**src/rtl/mycpu_if_stage.sv**
```systemverilog
// ============================================================================
// Module      : mycpu_if_stage
// Description : MIPS instruction-fetch stage with redirect and stall handling.
// Revision    : 1.0 - initial release
// ============================================================================
`default_nettype none

module mycpu_if_stage #(
    parameter logic [31:0] RESET_PC = 32'hBFC00000
) (
    input  logic        clk,
    input  logic        rst,
    input  logic        id_allowin,
    input  logic [1:0]  id_c1,
    input  logic [31:0] id_jmp_addr,
    output logic        inst_sram_en,
    output logic [31:0] inst_sram_addr,
    input  logic [31:0] inst_sram_rdata,
    output logic [31:0] if_pc,
    output logic [31:0] if_inst,
    output logic        if_valid,
    output logic        if_adel,
    output logic [31:0] perf_fetch_cnt
);

    localparam logic [0:0] S_BOOT = 1'b0;
    localparam logic [0:0] S_RUN  = 1'b1;

    localparam logic [1:0] C_NONE   = 2'b00;
    localparam logic [1:0] C_BRANCH = 2'b01;

    logic [0:0]  r_state;
    logic [0:0]  w_state_next;
    logic [31:0] r_fetch_pc;
    logic [31:0] r_out_pc;
    logic        r_out_valid;
    logic [31:0] r_perf_cnt;
    logic        w_advance;
    logic [31:0] w_next_pc;

    assign w_advance = (r_state == S_RUN) && id_allowin;

    // The branch sits at out_pc; its delay slot is already being fetched.
    always_comb begin
        w_next_pc = r_fetch_pc + 32'd4;
        if (id_c1 == C_BRANCH) begin
            w_next_pc = r_out_pc + 32'd4 + id_jmp_addr;
        end else if (id_c1 != C_NONE) begin
            w_next_pc = id_jmp_addr;
        end
    end

    always_ff @(posedge clk) begin
        if (rst) begin
            r_state <= S_BOOT;
        end else begin
            r_state <= w_state_next;
        end
    end

    always_comb begin
        w_state_next = r_state;
        case (r_state)
            S_BOOT:  w_state_next = S_RUN;
            S_RUN:   w_state_next = S_RUN;
            default: w_state_next = S_BOOT;
        endcase
    end

    // A stall re-reads out_pc so the synchronous SRAM keeps returning it.
    always_comb begin
        inst_sram_en   = 1'b0;
        inst_sram_addr = r_fetch_pc;
        if_pc          = 32'd0;
        if_inst        = 32'd0;
        if_valid       = 1'b0;
        if (!rst) begin
            case (r_state)
                S_BOOT: begin
                    inst_sram_en   = 1'b1;
                    inst_sram_addr = r_fetch_pc;
                    if_pc          = r_out_pc;
                end
                S_RUN: begin
                    inst_sram_en   = 1'b1;
                    inst_sram_addr = id_allowin ? r_fetch_pc : r_out_pc;
                    if_pc          = r_out_pc;
                    if_valid       = r_out_valid;
                    if_inst        = r_out_valid ? inst_sram_rdata : 32'd0;
                end
                default: begin
                    inst_sram_en = 1'b0;
                end
            endcase
        end
    end

    always_ff @(posedge clk) begin
        if (rst) begin
            r_fetch_pc  <= RESET_PC;
            r_out_pc    <= 32'd0;
            r_out_valid <= 1'b0;
            r_perf_cnt  <= 32'd0;
        end else if (r_state == S_BOOT) begin
            r_out_pc    <= r_fetch_pc;
            r_out_valid <= 1'b1;
            r_fetch_pc  <= r_fetch_pc + 32'd4;
        end else if (w_advance) begin
            r_out_pc    <= r_fetch_pc;
            r_out_valid <= 1'b1;
            r_perf_cnt  <= r_perf_cnt + 32'd1;
            r_fetch_pc  <= w_next_pc;
        end
    end

    assign if_adel        = if_valid && (if_pc[1:0] != 2'b00);
    assign perf_fetch_cnt = r_perf_cnt;

endmodule

`default_nettype wire

```
**config.mk**
```make
export PLATFORM = sky130hd
export DESIGN_NAME = mycpu_if_stage
export DESIGN_NICKNAME = d
export VERILOG_FILES = /design/src/rtl/mycpu_if_stage.sv
export SDC_FILE = /design/constraint.sdc
export NUM_CORES = 1
export LEC_CHECK = 0
export CORE_MARGIN = 1.5
export CORE_UTILIZATION = 30
export CTS_BUF_LIST = sky130_fd_sc_hd__clkbuf_16
export DETAILED_ROUTE_END_ITERATION = 12
export SYNTH_ARGS = -nofsm -noshare
export SYNTH_HDL_FRONTEND = slang
export SYNTH_SLANG_ARGS = --single-unit
export TNS_END_PERCENT = 100
```
**constraint.sdc**
```tcl
create_clock -name clk -period 3.24 [get_ports clk]
set_input_delay 0.324 -clock clk [delete_from_list [all_inputs] [get_ports clk]]
set_output_delay 0.324 -clock clk [all_outputs]
set_load 0.05 [all_outputs]
```
==> impl_metrics.py, run 1 <==
metrics = {
    "run_status": {
        "status": "finished clean",
    },
    "cells_and_area": {
        "area_growth_pct": 39.86,
        "nets": 1312,
        "n_antenna_cell": 0,
        "fill_cells": 2547,
        "drive_gt1_share_pct": 13.77,
        "fin_area_um2": 10830,
    },
    "drt": {
        "antenna_left": 0,
        "drt_first_pass_iters": 6,
        "top_layer": "met4",
        "route.met3.wl_mm": 1.730,
        "totalWireLength_mm": 27.53,
        "m1WireLength_mm": 12.93,
        "wl_met2_mm": 12.35,
        "drt_iter0_markers": 540,
        "drt-wirelength-per-cell_um": 18.18,
        "vias": 8190,
        "via_per_inst": 5.410,
        "drc": 0,
    },
    "pwr": {
        "leakagePower_nw": 4.603,
        "comb_power_share_pct": 37.5,
        "p_sw_mw": 1.529,
        "swShare_pct": 38.68,
        "clockPowerShare_pct": 28.6,
        "powerDensity_nw_per_um2": 364.9,
        "seqPwrFrac_pct": 33.9,
        "vdd.ir_drop.worst_mv": 0.2058,
        "power_mw": 3.952,
        "p_int_mw": 2.424,
    },
    "yosys": {
        "async_flop_share_pct": 0,
        "synth.distinct_cells": 83,
        "ys_ff_latch": 98,
        "ys_warn_count": 0,
        "ys_seq_area_share_pct": 25.34,
        "syn-cell-area_um2": 7744,
        "synth_edf_count": 0,
        "synth_nets": 1116,
        "netlist_instances": 983,
        "synth_area_per_cell_um2": 7.878,
        "ys.flop_type": "dfxtp_1",
    },
    "worst_setup_path": {
        "cp.arrival_ns": 3.21,
        "cp_common_cell": "ha_1",
        "worst_r2r_path_depth": 12,
        "critPathMaxFanout": 3,
        "worst_r2r_startpoint": "r_out_pc[1]",
        "regToRegSetupSlack_ns": 0.35,
        "critPathLaunchType": "primary input",
        "slowest_stage": "clkdlybuf4s50_1",
        "crit_path_max_incr_delay_ns": 0.43,
        "worstSetupPathType": "in -> reg",
        "cp-end-kind": "flop",
        "critPathRequiredTime_ns": 3.49,
        "crit_path_cell_trace": "clkdlybuf4s50_1, ha_1, ha_1, inv_1, fa_1, nor2b_1, o21a_1, o211ai_1, and3_1, o311ai_1, xor2_1, a21oi_1, a2111oi_2",
        "rr_endpoint": "r_fetch_pc[19]",
    },
    "clock_tree": {
        "cts-root-buf": "clkbuf_16",
        "path_clk_slew_ns": 0.08,
        "ctsHoldBuffers": 0,
        "cts_tree": "yes",
        "clock_path_buffers": 2,
        "cts_buffers": 9,
        "cts_max_level": 3,
        "cts.sinks": 98,
        "cts_resized": 0,
        "post_cts_buffers": 0,
        "clock_latency_ns": 0.36,
    },
    "sta": {
        "finalWorstSetupSlack_ns": 0.2821,
        "maxSlewHeadroom_pct": 37.12,
        "rsz0062_at_grt": "no",
        "finalCritPeriodShare_pct": 91.29,
        "maxSlewViolCount": 0,
        "min_period_ns": 2.958,
        "hold_viol": 0,
        "timing.fmax_mhz": 338.1,
        "tightest_slew_ns": 0.9433,
        "finalSetupViolCount": 0,
        "skew_ns": 0.01385,
    },
    "hold_path": {
        "whs_path_depth": 2,
        "hold_path_class": "in -> reg",
        "holdPathEnd": "perf_fetch_cnt[0]",
        "hp-start": "rst",
    },
    "place": {
        "gp_congestion": 0.9204,
        "dp_slack_ns": -0.05710,
        "hpwl_mm": 20.92,
        "numPortBuffers": 199,
        "dpl-instance-area_um2": 10520,
    },
    "die": {
        "die_w_um": 163.7,
        "core_um2": 25250,
        "dieArea_um2": 26780,
        "io_pins": 200,
        "initial_core_util_pct": 30.66,
        "die_height_um": 163.7,
        "std_cell_rows": 58,
    },
    "global_route": {
        "grt_pass1_wl_mm": 42.24,
        "grt_antenna_before_repair": 0,
        "track_usage_pct": 20.19,
        "globalRouteOverflowTotal": 0,
        "first_global_vias": 7736,
        "grt_max_degree": 44,
    },
    "run": {
        "maxCapViolations": 0,
    },
}
worst max path at each step:
stage / from / to / cells past startpoint
6_report: id_jmp_addr[1] / r_fetch_pc[19] / 13
3_5_place_dp: id_jmp_addr[1] / r_fetch_pc[19] / 13
5_1_grt: id_jmp_addr[1] / r_fetch_pc[19] / 13
4_1_cts: id_jmp_addr[1] / r_fetch_pc[31] / 13
3_3_place_gp: id_jmp_addr[1] / r_fetch_pc[31] / 13
2_1_floorplan: rst / inst_sram_addr[22] / 5
power groups by stage:
stage          Combinational [mW]  Clock, mW  Sequential [mW]
3_5_place_dp                 1.47          0             1.36
5_1_grt                      1.60       1.21             1.35
2_1_floorplan               0.982          0             1.33
4_1_cts                      1.48       1.16             1.34
3_3_place_gp                 1.47          0             1.36
6_report                     1.48       1.13             1.34
logic make-up after synthesis:
kind of cell | after synthesis | share of synthesized area (%)
AND/OR/NAND/NOR | 364 | 24.19
AO/OA/AOI/OAI | 293 | 26.40
flip-flops | 98 | 25.34
buffers and inverters | 92 | 5.397
XOR/XNOR | 66 | 7.465
adder cells (fa/ha/maj) | 64 | 10.44
multiplexers | 6 | 0.7756
cells in the mapped netlist, types with 25 or more instances:
| cell type | n | area, um2 |
|---|---|---|
| o22a_1 | 26 | 227.7 |
| nor2_1 | 99 | 371.6 |
| inv_1 | 25 | 93.84 |
| nand2_1 | 68 | 255.2 |
| and2_1 | 42 | 262.8 |
| a21oi_1 | 59 | 295.3 |
| ha_1 | 63 | 788.3 |
| xor2_1 | 30 | 262.8 |
| o21ai_0 | 50 | 250.2 |
| nor2b_1 | 34 | 212.7 |
| a21o_1 | 44 | 330.3 |
| clkbuf_1 | 44 | 165.2 |
| nand3_1 | 32 | 160.2 |
| xnor2_1 | 36 | 315.3 |
| dfxtp_1 | 98 | 1962 |
critical path, delay by kind of cell:
family                     cells  cell delay, ns
buffers and inverters          2            0.49
xor gates and xnor gates       1            0.18
AOI/OAI and AO/OA              5            0.99
adders and majority gates      3            0.89
and+or+nand+nor                2            0.35
layout by cell type, fill, tap and decap left out, types with 34 or more instances in the layout:
cell	count
a21oi_1	59
dfxtp_1	98
nor2b_1	34
buf_4	82
a21o_1	44
and2_1	42
nand2_1	68
ha_1	63
buf_12	37
xnor2_1	36
nor2_1	97
clkdlybuf4s50_1	132
o21ai_0	50
through the flow:
step	util, %	TNS [ns]	std cells	hold WS, ns
6_report	42.89	0	1514	0.4489
5_1_grt	42.89	0	1514	0.4651
2_1_floorplan	-	0	983	0.4318
4_1_cts	42.89	0	1514	0.4431
3_5_place_dp	41.67	-0.1225	1498	0.4516
3_3_place_gp	41.67	-0.01331	1498	0.4398
registers in the layout (all words and copies together) (netlist names):
register        flops
r_fetch_pc         32
perf_fetch_cnt     32
r_out_valid         1
r_state             1
r_out_pc           32
routing by layer:
metal	track usage, %	up-vias
met5	0	-
met1	27.39	3888
li1	-	3969
met3	3.098	30
met4	5.289	0
met2	33.10	303
area by class of cell:
| class | instances | area [um2] | area share, % |
|---|---|---|---|
| multi-input cells | 793 | 5374 | 49.62 |
| clock inverters | 7 | 81.33 | 0.7509 |
| inverters | 26 | 97.59 | 0.9011 |
| clock buffers | 9 | 225.2 | 2.079 |
| flip-flops and latches | 98 | 1962 | 18.11 |
| repair buffers | 251 | 2678 | 24.72 |
| well taps | 330 | 412.9 | 3.812 |
Power figures use the tool's default switching activity.
==> inputs of run 2 (changes only) <==
--- a/config.mk
+++ b/config.mk
@@ -8,7 +8,9 @@
 export CORE_MARGIN = 1.5
 export CORE_UTILIZATION = 30
 export CTS_BUF_LIST = sky130_fd_sc_hd__clkbuf_16
+export CTS_CLUSTER_DIAMETER = 80
 export DETAILED_ROUTE_END_ITERATION = 12
+export SETUP_SLACK_MARGIN = 0.1
 export SYNTH_ARGS = -nofsm -noshare
 export SYNTH_HDL_FRONTEND = slang
 export SYNTH_SLANG_ARGS = --single-unit
==> impl_metrics.py, run 2 (synthesis gave the netlist of run 1 again) <==
metrics = {
    "pwr": {
        "seqPwrFrac_pct": 33.9,
        "vdd.ir_drop.worst_mv": 0.2048,
        "clockPowerShare_pct": 28.7,
        "p_int_mw": 2.424,
        "swShare_pct": 38.71,
        "comb_power_share_pct": 37.5,
        "p_sw_mw": 1.531,
        "leakagePower_nw": 4.605,
        "powerDensity_nw_per_um2": 364.9,
    },
    "global_route": {
        "grt_pass1_wl_mm": 42.24,
        "grt_max_degree": 44,
        "grt_antenna_before_repair": 0,
        "globalRouteOverflowTotal": 0,
        "first_global_vias": 7736,
        "track_usage_pct": 20.19,
    },
    "hold_path": {
        "hp-start": "rst",
        "holdPathEnd": "perf_fetch_cnt[0]",
        "hold_path_class": "in -> reg",
        "whs_path_depth": 2,
    },
    "worst_setup_path": {
        "worst_r2r_startpoint": "r_out_pc[1]",
        "critPathMaxFanout": 3,
        "regToRegSetupSlack_ns": 0.36,
        "cp.arrival_ns": 3.18,
        "worstSetupPathType": "in -> reg",
        "rr_endpoint": "r_fetch_pc[31]",
        "critPathLaunchType": "primary input",
        "cp-end-kind": "flop",
        "worst_r2r_path_depth": 12,
        "critPathRequiredTime_ns": 3.48,
    },
    "cells_and_area": {
        "layoutNonFillerInstCount": 1514,
        "final_cell_mix": "clkdlybuf4s50_1, dfxtp_1, nor2_1",
        "drive_gt1_share_pct": 13.85,
        "mostFrequentLayoutCell": "clkdlybuf4s50_1",
        "area_growth_pct": 39.96,
        "final_core_util_pct": 42.92,
        "fill_cells": 2548,
        "n_antenna_cell": 0,
        "nets": 1312,
    },
    "sta": {
        "hold_viol": 0,
        "maxSlewViolCount": 0,
        "finalSetupViolCount": 0,
        "rsz0062_at_grt": "no",
        "min_period_ns": 2.946,
        "skew_ns": 0.01345,
        "timing.fmax_mhz": 339.4,
        "setup_tns_ns": 0,
        "whs_ns": 0.4470,
        "tightest_slew_ns": 0.9432,
        "finalCritPeriodShare_pct": 90.93,
        "maxSlewHeadroom_pct": 37.12,
    },
    "clock_tree": {
        "clock_latency_ns": 0.37,
        "path_clk_slew_ns": 0.08,
        "cts_max_level": 3,
        "cts_tree": "yes",
        "ctsHoldBuffers": 0,
        "clock_path_buffers": 2,
        "cts.sinks": 98,
        "cts-root-buf": "clkbuf_16",
        "cts_buffers": 9,
    },
    "drt": {
        "totalWireLength_mm": 27.50,
        "drt_iter0_markers": 546,
        "antenna_left": 0,
        "drc": 0,
        "via_per_inst": 5.397,
        "drt_first_pass_iters": 5,
        "vias": 8171,
        "drt-wirelength-per-cell_um": 18.16,
    },
    "die": {
        "core_um2": 25250,
        "std_cell_rows": 58,
        "io_pins": 200,
        "die_w_um": 163.7,
        "die_height_um": 163.7,
        "dieArea_um2": 26780,
        "initial_core_util_pct": 30.66,
    },
    "place": {
        "numPortBuffers": 199,
        "gp_congestion": 0.9204,
        "dp.cells": 1498,
        "hpwl_mm": 20.92,
    },
    "run": {
        "maxCapViolations": 0,
    },
    "run_status": {
        "status": "finished clean",
    },
}
## run 2: routing by layer
| metal | wire length, um | global-route usage [%] | vias up |
|---|---|---|---|
| li1 | - | - | 3969 |
| met1 | 12780 | 27.39 | 3861 |
| met2 | 12390 | 33.10 | 309 |
| met3 | 1818 | 3.098 | 32 |
| met4 | 511 | 5.289 | 0 |
| met5 | 0 | 0 | - |
## run 2: worst max-delay path by stage
stage | startpoint | to | slack (ns)
4_1_cts | id_jmp_addr[1] | r_fetch_pc[31] | 0.31
3_5_place_dp | id_jmp_addr[1] | r_fetch_pc[19] | -0.06
3_3_place_gp | id_jmp_addr[1] | r_fetch_pc[31] | -0.01
5_1_grt | id_jmp_addr[1] | r_fetch_pc[19] | 0.07
2_1_floorplan | rst | inst_sram_addr[22] | 0.50
6_report | id_jmp_addr[1] | r_fetch_pc[31] | 0.29
## run 2: worst max-delay path, cell delays in order
cell and delay, ns:
clkdlybuf4s50_1 0.43, ha_1 0.30, ha_1 0.18, inv_1 0.06
fa_1 0.41, nor2b_1 0.13, o21a_1 0.16, o21ai_1 0.08
a211o_1 0.30, a311oi_2 0.32, o221ai_1 0.21, mux2i_1 0.18
nand4_1 0.11
## run 2: layout make-up
cell class	instances	area (um2)	share of cell area, %
inverters	26	97.59	0.9005
multi-input cells	793	5381	49.65
clock inverters	7	81.33	0.7504
well taps	330	412.9	3.810
flip-flops and latches	98	1962	18.10
repair buffers	251	2678	24.71
clock buffers	9	225.2	2.078
## run 2: power groups by stage
| stage | clock network, mW | logic, mW | registers [mW] |
|---|---|---|---|
| 3_3_place_gp | 0 | 1.47 | 1.36 |
| 6_report | 1.13 | 1.48 | 1.34 |
| 3_5_place_dp | 0 | 1.47 | 1.36 |
| 4_1_cts | 1.16 | 1.48 | 1.34 |
| 2_1_floorplan | 0 | 0.982 | 1.33 |
| 5_1_grt | 1.21 | 1.60 | 1.35 |
## run 2: repair_timing
item | in CTS | in global routing
buffers inserted | 0 | 0
setup endpoints to repair | 0 | 1
resized for setup | 0 | 1
## run 2: through the flow
step	instance area [um2]	worst slack [ns]	power, mW
global route	10840	0.07130	4.158
global placement	10520	-0.01331	2.830
floorplan	7744	0.5033	2.317
detailed placement	10520	-0.05710	2.833
CTS	10830	0.3101	3.975
finish	10840	0.2938	3.955
